--- src/rtl/data_mem_subword.sv ---
// -----------------------------------------------------------------------------
// data_mem_subword
//   Byte-addressed MEM-stage data memory with byte/half/word loads and stores.
//   Stores are synchronous and per-lane masked. Loads are combinational and are
//   sign- or zero-extended. Misaligned, out-of-range and illegal-size accesses
//   are suppressed. The first such fault is held in a sticky capture register,
//   and a saturating counter counts every fault.
//
//   Optional build macro: DMEM_PARITY_EN
//     Defined   : one even-parity bit per byte lane. ParityInjM flips the stored
//                 bit on write. Legal loads with RE=1 report a mismatch on
//                 ParityErrM, and the mismatch is captured with cause bit3.
//     Undefined : no parity storage. ParityErrM is tied to 0.
//
// Ports
//   CLK         clock
//   rst         asynchronous reset, active low
//   WE / RE     store enable / load enable (RE only qualifies fault capture)
//   ALUOutM     byte address
//   WriteDataM  right-aligned store data
//   SizeM       00 byte, 01 half, 10 word, 11 illegal
//   LoadUnsM    1 = zero-extend loads, 0 = sign-extend
//   ParityInjM  invert the stored parity of the written lanes
//   ReadDataM   extended load data (0 for an illegal access)
//   AccErrM     the current access is illegal (combinational)
//   ParityErrM  parity mismatch on the current load (combinational)
//   FaultValid, FaultAddr, FaultCause, FaultWr  sticky first-fault capture
//   FaultCnt    saturating count of faulting accesses
//   FaultClr    clears the capture registers (FaultCnt is not cleared)
// -----------------------------------------------------------------------------
module data_mem_subword #(
    parameter int DEPTH = 64,
    parameter int CNT_W = 8
) (
    input  logic             CLK,
    input  logic             rst,
    input  logic             WE,
    input  logic             RE,
    input  logic [31:0]      ALUOutM,
    input  logic [31:0]      WriteDataM,
    input  logic [1:0]       SizeM,
    input  logic             LoadUnsM,
    input  logic             ParityInjM,
    output logic [31:0]      ReadDataM,
    output logic             AccErrM,
    output logic             ParityErrM,
    output logic             FaultValid,
    output logic [31:0]      FaultAddr,
    output logic [3:0]       FaultCause,
    output logic             FaultWr,
    output logic [CNT_W-1:0] FaultCnt,
    input  logic             FaultClr
);

    localparam int AW = $clog2(DEPTH);

    function automatic logic [CNT_W-1:0] sat_inc(input logic [CNT_W-1:0] v);
        return (&v) ? v : v + 1'b1;
    endfunction

    function automatic logic [31:0] ext8(input logic [7:0] v, input logic uns);
        logic signed [7:0] s;
        s = v;
        return uns ? {24'b0, v} : 32'(s);
    endfunction

    function automatic logic [31:0] ext16(input logic [15:0] v, input logic uns);
        logic signed [15:0] s;
        s = v;
        return uns ? {16'b0, v} : 32'(s);
    endfunction

    logic [31:0]   mem [DEPTH];
    logic [AW-1:0] idx;
    logic [1:0]    lane;
    logic          mis, oor, ill, acc_bad, do_store, fault_evt;
    logic [3:0]    lmask;
    logic [31:0]   wdata;
    logic [31:0]   rword;
    logic [7:0]    rbyte;
    logic [15:0]   rhalf;

    assign idx  = ALUOutM[AW+1:2];
    assign lane = ALUOutM[1:0];

    // Legality of the access, independent of WE/RE.
    always_comb begin
        mis = 1'b0;
        case (SizeM)
            2'b01:   mis = lane[0];
            2'b10:   mis = |lane;
            default: mis = 1'b0;
        endcase
    end

    assign oor      = |ALUOutM[31:AW+2];
    assign ill      = (SizeM == 2'b11);
    assign acc_bad  = mis | oor | ill;
    assign AccErrM  = (WE | RE) & acc_bad;
    assign do_store = WE & ~acc_bad;

    // Lane mask is shared by the store path and the parity check on loads.
    // Store data is replicated so every lane sees its own byte at the same
    // offset.
    always_comb begin
        lmask = 4'b0000;
        wdata = WriteDataM;
        case (SizeM)
            2'b00: begin
                lmask = 4'b0001 << lane;
                wdata = {4{WriteDataM[7:0]}};
            end
            2'b01: begin
                lmask = lane[1] ? 4'b1100 : 4'b0011;
                wdata = {2{WriteDataM[15:0]}};
            end
            2'b10: begin
                lmask = 4'b1111;
                wdata = WriteDataM;
            end
            default: begin
                lmask = 4'b0000;
                wdata = WriteDataM;
            end
        endcase
    end

    always_ff @(posedge CLK or negedge rst) begin
        if (!rst) begin
            for (int i = 0; i < DEPTH; i++) mem[i] <= '0;
        end else if (do_store) begin
            for (int b = 0; b < 4; b++)
                if (lmask[b]) mem[idx][8*b +: 8] <= wdata[8*b +: 8];
        end
    end

    // Asynchronous load path. The old word is returned until the write edge.
    assign rword = mem[idx];
    assign rbyte = rword[8*lane +: 8];
    assign rhalf = rword[16*lane[1] +: 16];

    always_comb begin
        ReadDataM = '0;
        if (!acc_bad) begin
            case (SizeM)
                2'b00:   ReadDataM = ext8(rbyte, LoadUnsM);
                2'b01:   ReadDataM = ext16(rhalf, LoadUnsM);
                default: ReadDataM = rword;
            endcase
        end
    end

`ifdef DMEM_PARITY_EN
    logic [3:0] par [DEPTH];
    logic [3:0] pmis;

    always_ff @(posedge CLK or negedge rst) begin
        if (!rst) begin
            for (int i = 0; i < DEPTH; i++) par[i] <= '0;
        end else if (do_store) begin
            for (int b = 0; b < 4; b++)
                if (lmask[b]) par[idx][b] <= (^wdata[8*b +: 8]) ^ ParityInjM;
        end
    end

    always_comb begin
        pmis = 4'b0000;
        for (int b = 0; b < 4; b++)
            pmis[b] = par[idx][b] ^ (^rword[8*b +: 8]);
    end

    assign ParityErrM = RE & ~acc_bad & |(pmis & lmask);
`else
    logic unused_parinj;
    assign unused_parinj = ParityInjM;
    assign ParityErrM    = 1'b0;
`endif

    assign fault_evt = AccErrM | (ParityErrM & RE);

    // A new fault in the same cycle as FaultClr wins over the clear.
    always_ff @(posedge CLK or negedge rst) begin
        if (!rst) begin
            FaultValid <= 1'b0;
            FaultAddr  <= '0;
            FaultCause <= '0;
            FaultWr    <= 1'b0;
            FaultCnt   <= '0;
        end else begin
            if (fault_evt && (!FaultValid || FaultClr)) begin
                FaultValid <= 1'b1;
                FaultAddr  <= ALUOutM;
                FaultCause <= {ParityErrM & RE, ill, oor, mis};
                FaultWr    <= WE;
            end else if (FaultClr) begin
                FaultValid <= 1'b0;
                FaultAddr  <= '0;
                FaultCause <= '0;
                FaultWr    <= 1'b0;
            end
            if (fault_evt) FaultCnt <= sat_inc(FaultCnt);
        end
    end

endmodule

--- config.mk ---
export PLATFORM = sky130hd
export DESIGN_NAME = data_mem_subword
export DESIGN_NICKNAME = d
export VERILOG_FILES = /design/src/rtl/data_mem_subword.sv
export SDC_FILE = /design/constraint.sdc
export NUM_CORES = 2
export LEC_CHECK = 0
export ABC_AREA = 1
export CELL_PAD_IN_SITES_DETAIL_PLACEMENT = 1
export CELL_PAD_IN_SITES_GLOBAL_PLACEMENT = 1
export CORE_ASPECT_RATIO = 1.75
export CORE_MARGIN = 10
export CORE_UTILIZATION = 35
export DETAILED_ROUTE_END_ITERATION = 12
export MAX_ROUTING_LAYER = met4
export PLACE_DENSITY = 0.58
export SYNTH_ARGS = -nofsm -noshare
export SYNTH_HDL_FRONTEND = slang
export SYNTH_SLANG_ARGS = --single-unit
export TNS_END_PERCENT = 50
--- constraint.sdc ---
create_clock -name CLK -period 6.4 [get_ports CLK]
set_input_delay 1.92 -clock CLK [delete_from_list [all_inputs] [get_ports CLK]]
set_output_delay 1.92 -clock CLK [all_outputs]
set_load 0.005 [all_outputs]
==> summary.txt <==
critical path fanouts, max = 6
PnR worst setup slack = -77.56 ps
largest net degree at the start of global routing = 162
most instantiated cells after synthesis = 4044 x nand2_1, 2283 x o21ai_0, 2093 x dfrtp_1
crit share post-route = 101.2%
clock skew = 14.10 ps
first-pass GRT wire length = 606.6 mm
post-route minimum period = 6478 ps
CP Capture Type = primary output
all-layer global routing usage = 29.66%
post-detail-place hpwl = 288.0 mm
Slew Limit Fails = 0
CTS buffer count = 210
initial core utilization = 35.17%
Seq cells post-synth = 2093
Sequential Area = 52380 um2
final hold vios = 0
startpoint types = input pin
Max-slew headroom = 17.34%
fin cells = 14750
DIE AREA = 283600 um2
fin area = 112100 um2
failing checks = negative setup slack
WL/cell = 28.37 um
initial antenna violation count = 15
P&R area growth vs syn = 22.31%
fillers = 29980
top-area cell type share of the netlist area = 57.14%
Crit path required time = 4480 ps
Synth cell types = 46
htree depth = 4
Final Routed Wirelength = 418.6 mm
setup TNS = -552.7 ps
remaining antenna violation count = 0
Fmax achieved = 0.1544 GHz
Power Dens Cells = 247.6 nW/um2
Via Count = 81520
critical path cell sequence = buf_12, buf_6, nor2_4, buf_6, nand2_8, buf_12, clkinv_16, buf_12, buf_6, a22o_1, a21oi_2, nand3_1, nand2_1, nand2_2, buf_12, nor2_4, nand2_2, buf_12, nand2_1, nand2_2, nor2_1, nor2_1, buf_2
mean post-synth cell area = 8.547 um2
gpl congestion = 0.9295
Initial DRT Pass Iterations = 6
P_leak = 51.61 nW
row count = 248
ys flop type = dfrtp_1
RSZ-0062 raised after global routing = true
cell mode on critical path = buf_12
number of nets in the layout = 11300
Port Buffer Count = 149
max incr delay on CP = 210 ps
I/O pins = 153
via/cell ratio = 5.526
Slowest cell on crit path = a22o_1
data arrival time of the critical path = 4560 ps
Post-synth EDFFs = 0
GRT overflow = 0
Skew-Pair Late Insertion Delay = 900 ps
top-count cell post-synth = nand2_1
largest area contributor in the netlist = dfrtp_1
peak supply drop = 234.0 uV
worst setup path class = input pin to primary output
vias in the first global route = 85120
Iter 0 DRT Violations = 6273
CTS Hold Bufs = 0
die width = 406.9 um
Placed Cells = 14290
Worst-Margin Slew = 1240 ps
area of the multi-input gates = 37010 um2
sequential share of the synthesized area = 57.14%
status = finished with violations
synth warn = 0
root buf cell = clkbuf_16
clock-pin slew on the worst setup and hold paths = 60 ps
setup violators final = 18
Async SR Flop Fraction = 100.0%
# Max-Cap Violations = 0
total core area = 260700 um2
drc violations = 0
Clock Sinks = 2093
Post-Syn Area = 91670 um2
die height = 697 um
Mapped Cells = 10730
CTS tree = yes
layout cells sized above 1 = 14.82%
HP Class = flip-flop to flip-flop
CTS max path bufs = 4
ranking of synthesized cells by area = dfrtp_1 57%, nand2_1 17%, o21ai_0 12%, clkbuf_1 2.0%, nand4_1 1.5%
area post-placement = 102300 um2
==> cells by family after synthesis <==
| family | share of synthesized area [%] |
|---|---|
| muxes | 0.01228 |
| other | 0.004091 |
| xor gates and xnor gates | 0.06688 |
| adders and majority gates | 0.06825 |
| and+or+nand+nor | 21.26 |
| AOI/OAI and AO/OA | 16.69 |
| buffers and inverters | 4.760 |
| DFF | 57.14 |
==> area by class of cell <==
type	instances	share of cell area (%)
well taps	3375	3.766
flip-flops and latches	2093	46.71
repair inverters	2	0.03459
clock buffers	325	5.583
diodes	6	0.01339
multi-input cells	7653	33.01
repair buffers	1018	9.785
clock inverters	42	0.2377
inverters	239	0.8548
==> per-stage QoR <==
| step | power, mW | hold WS [ps] | utilization [%] | worst slack, ps |
|---|---|---|---|---|
| after floorplan | 14.13 | 438.8 | - | 655.6 |
| final | 27.76 | 480.0 | 43.02 | -77.56 |
| after CTS | 27.99 | 483.4 | 42.59 | -166.6 |
| after detailed placement | 15.57 | 466.5 | 39.24 | -1154 |
| after global placement | 15.55 | 459.4 | 39.24 | -1113 |
| after global routing | 28.63 | 498.3 | 43.01 | -133.4 |
==> registers in the layout, summed over array words and instances, names as in the netlist <==
register / flops
FaultAddr: 32
mem: 2048
FaultWr: 1
FaultCause: 3
FaultValid: 1
FaultCnt: 8
==> worst paths after layout <==
kind	startpoint	end	slack (ps)	cells after the start
max in group asynchronous	rst	mem[1004]$_DFFE_PN0P_	3730	3
hold / removal	mem[687]$_DFFE_PN0P_	mem[687]$_DFFE_PN0P_	480	2
min in group asynchronous	rst	mem[2044]$_DFFE_PN0P_	1020	1
setup / recovery	ALUOutM[4]	ReadDataM[1]	-80	23
hold reg to reg	mem[687]$_DFFE_PN0P_	mem[687]$_DFFE_PN0P_	480	2
setup reg to reg	FaultValid$_DFFE_PN0P_	FaultAddr[9]$_DFFE_PN0P_	4650	5
==> where the power goes <==
group / switching, mW / internal, mW / total [mW] / leakage [nW]
clock network: 5.57 / 6.73 / 12.3 / 3.24
logic: 1.54 / 0.608 / 2.15 / 19.2
registers: 0.0423 / 13.3 / 13.3 / 29.2
==> critical path: cells and delay by family <==
family / cells / cell delay (ps)
buffers and inverters: 10 / 1310
AO/OA/AOI/OAI: 2 / 360
AND/OR/NAND/NOR: 11 / 910
==> per-layer routing <==
metal	part of all wire, %	wire (um)	vias up	GRT usage (%)
li1	-	-	36630	-
met1	40	167600	41750	35.26
met2	48	201600	2253	48.13
met3	4.7	19560	893	3.577
met4	7.1	29790	0	17.59
met5	0	0	-	-
==> cells in the final DEF, fill, tap and decap left out, drive strengths merged, types with 76 or more instances in the layout <==
cell type,count
a21oi,76
a221oi,142
a22oi,144
buf,894
clkbuf,333
clkdlybuf4s50,110
dfrtp,2093
inv,238
nand2,4105
nand3,188
nand4,214
nor2,303
o21ai,2291
==> repair_timing <==
action                     CTS  global route
setup endpoints to repair   33            32
cloned                       7             5
gates resized for setup    532           235
setup buffers               69            31
pin swaps                  105           121
(Power assumes the default switching activity.)
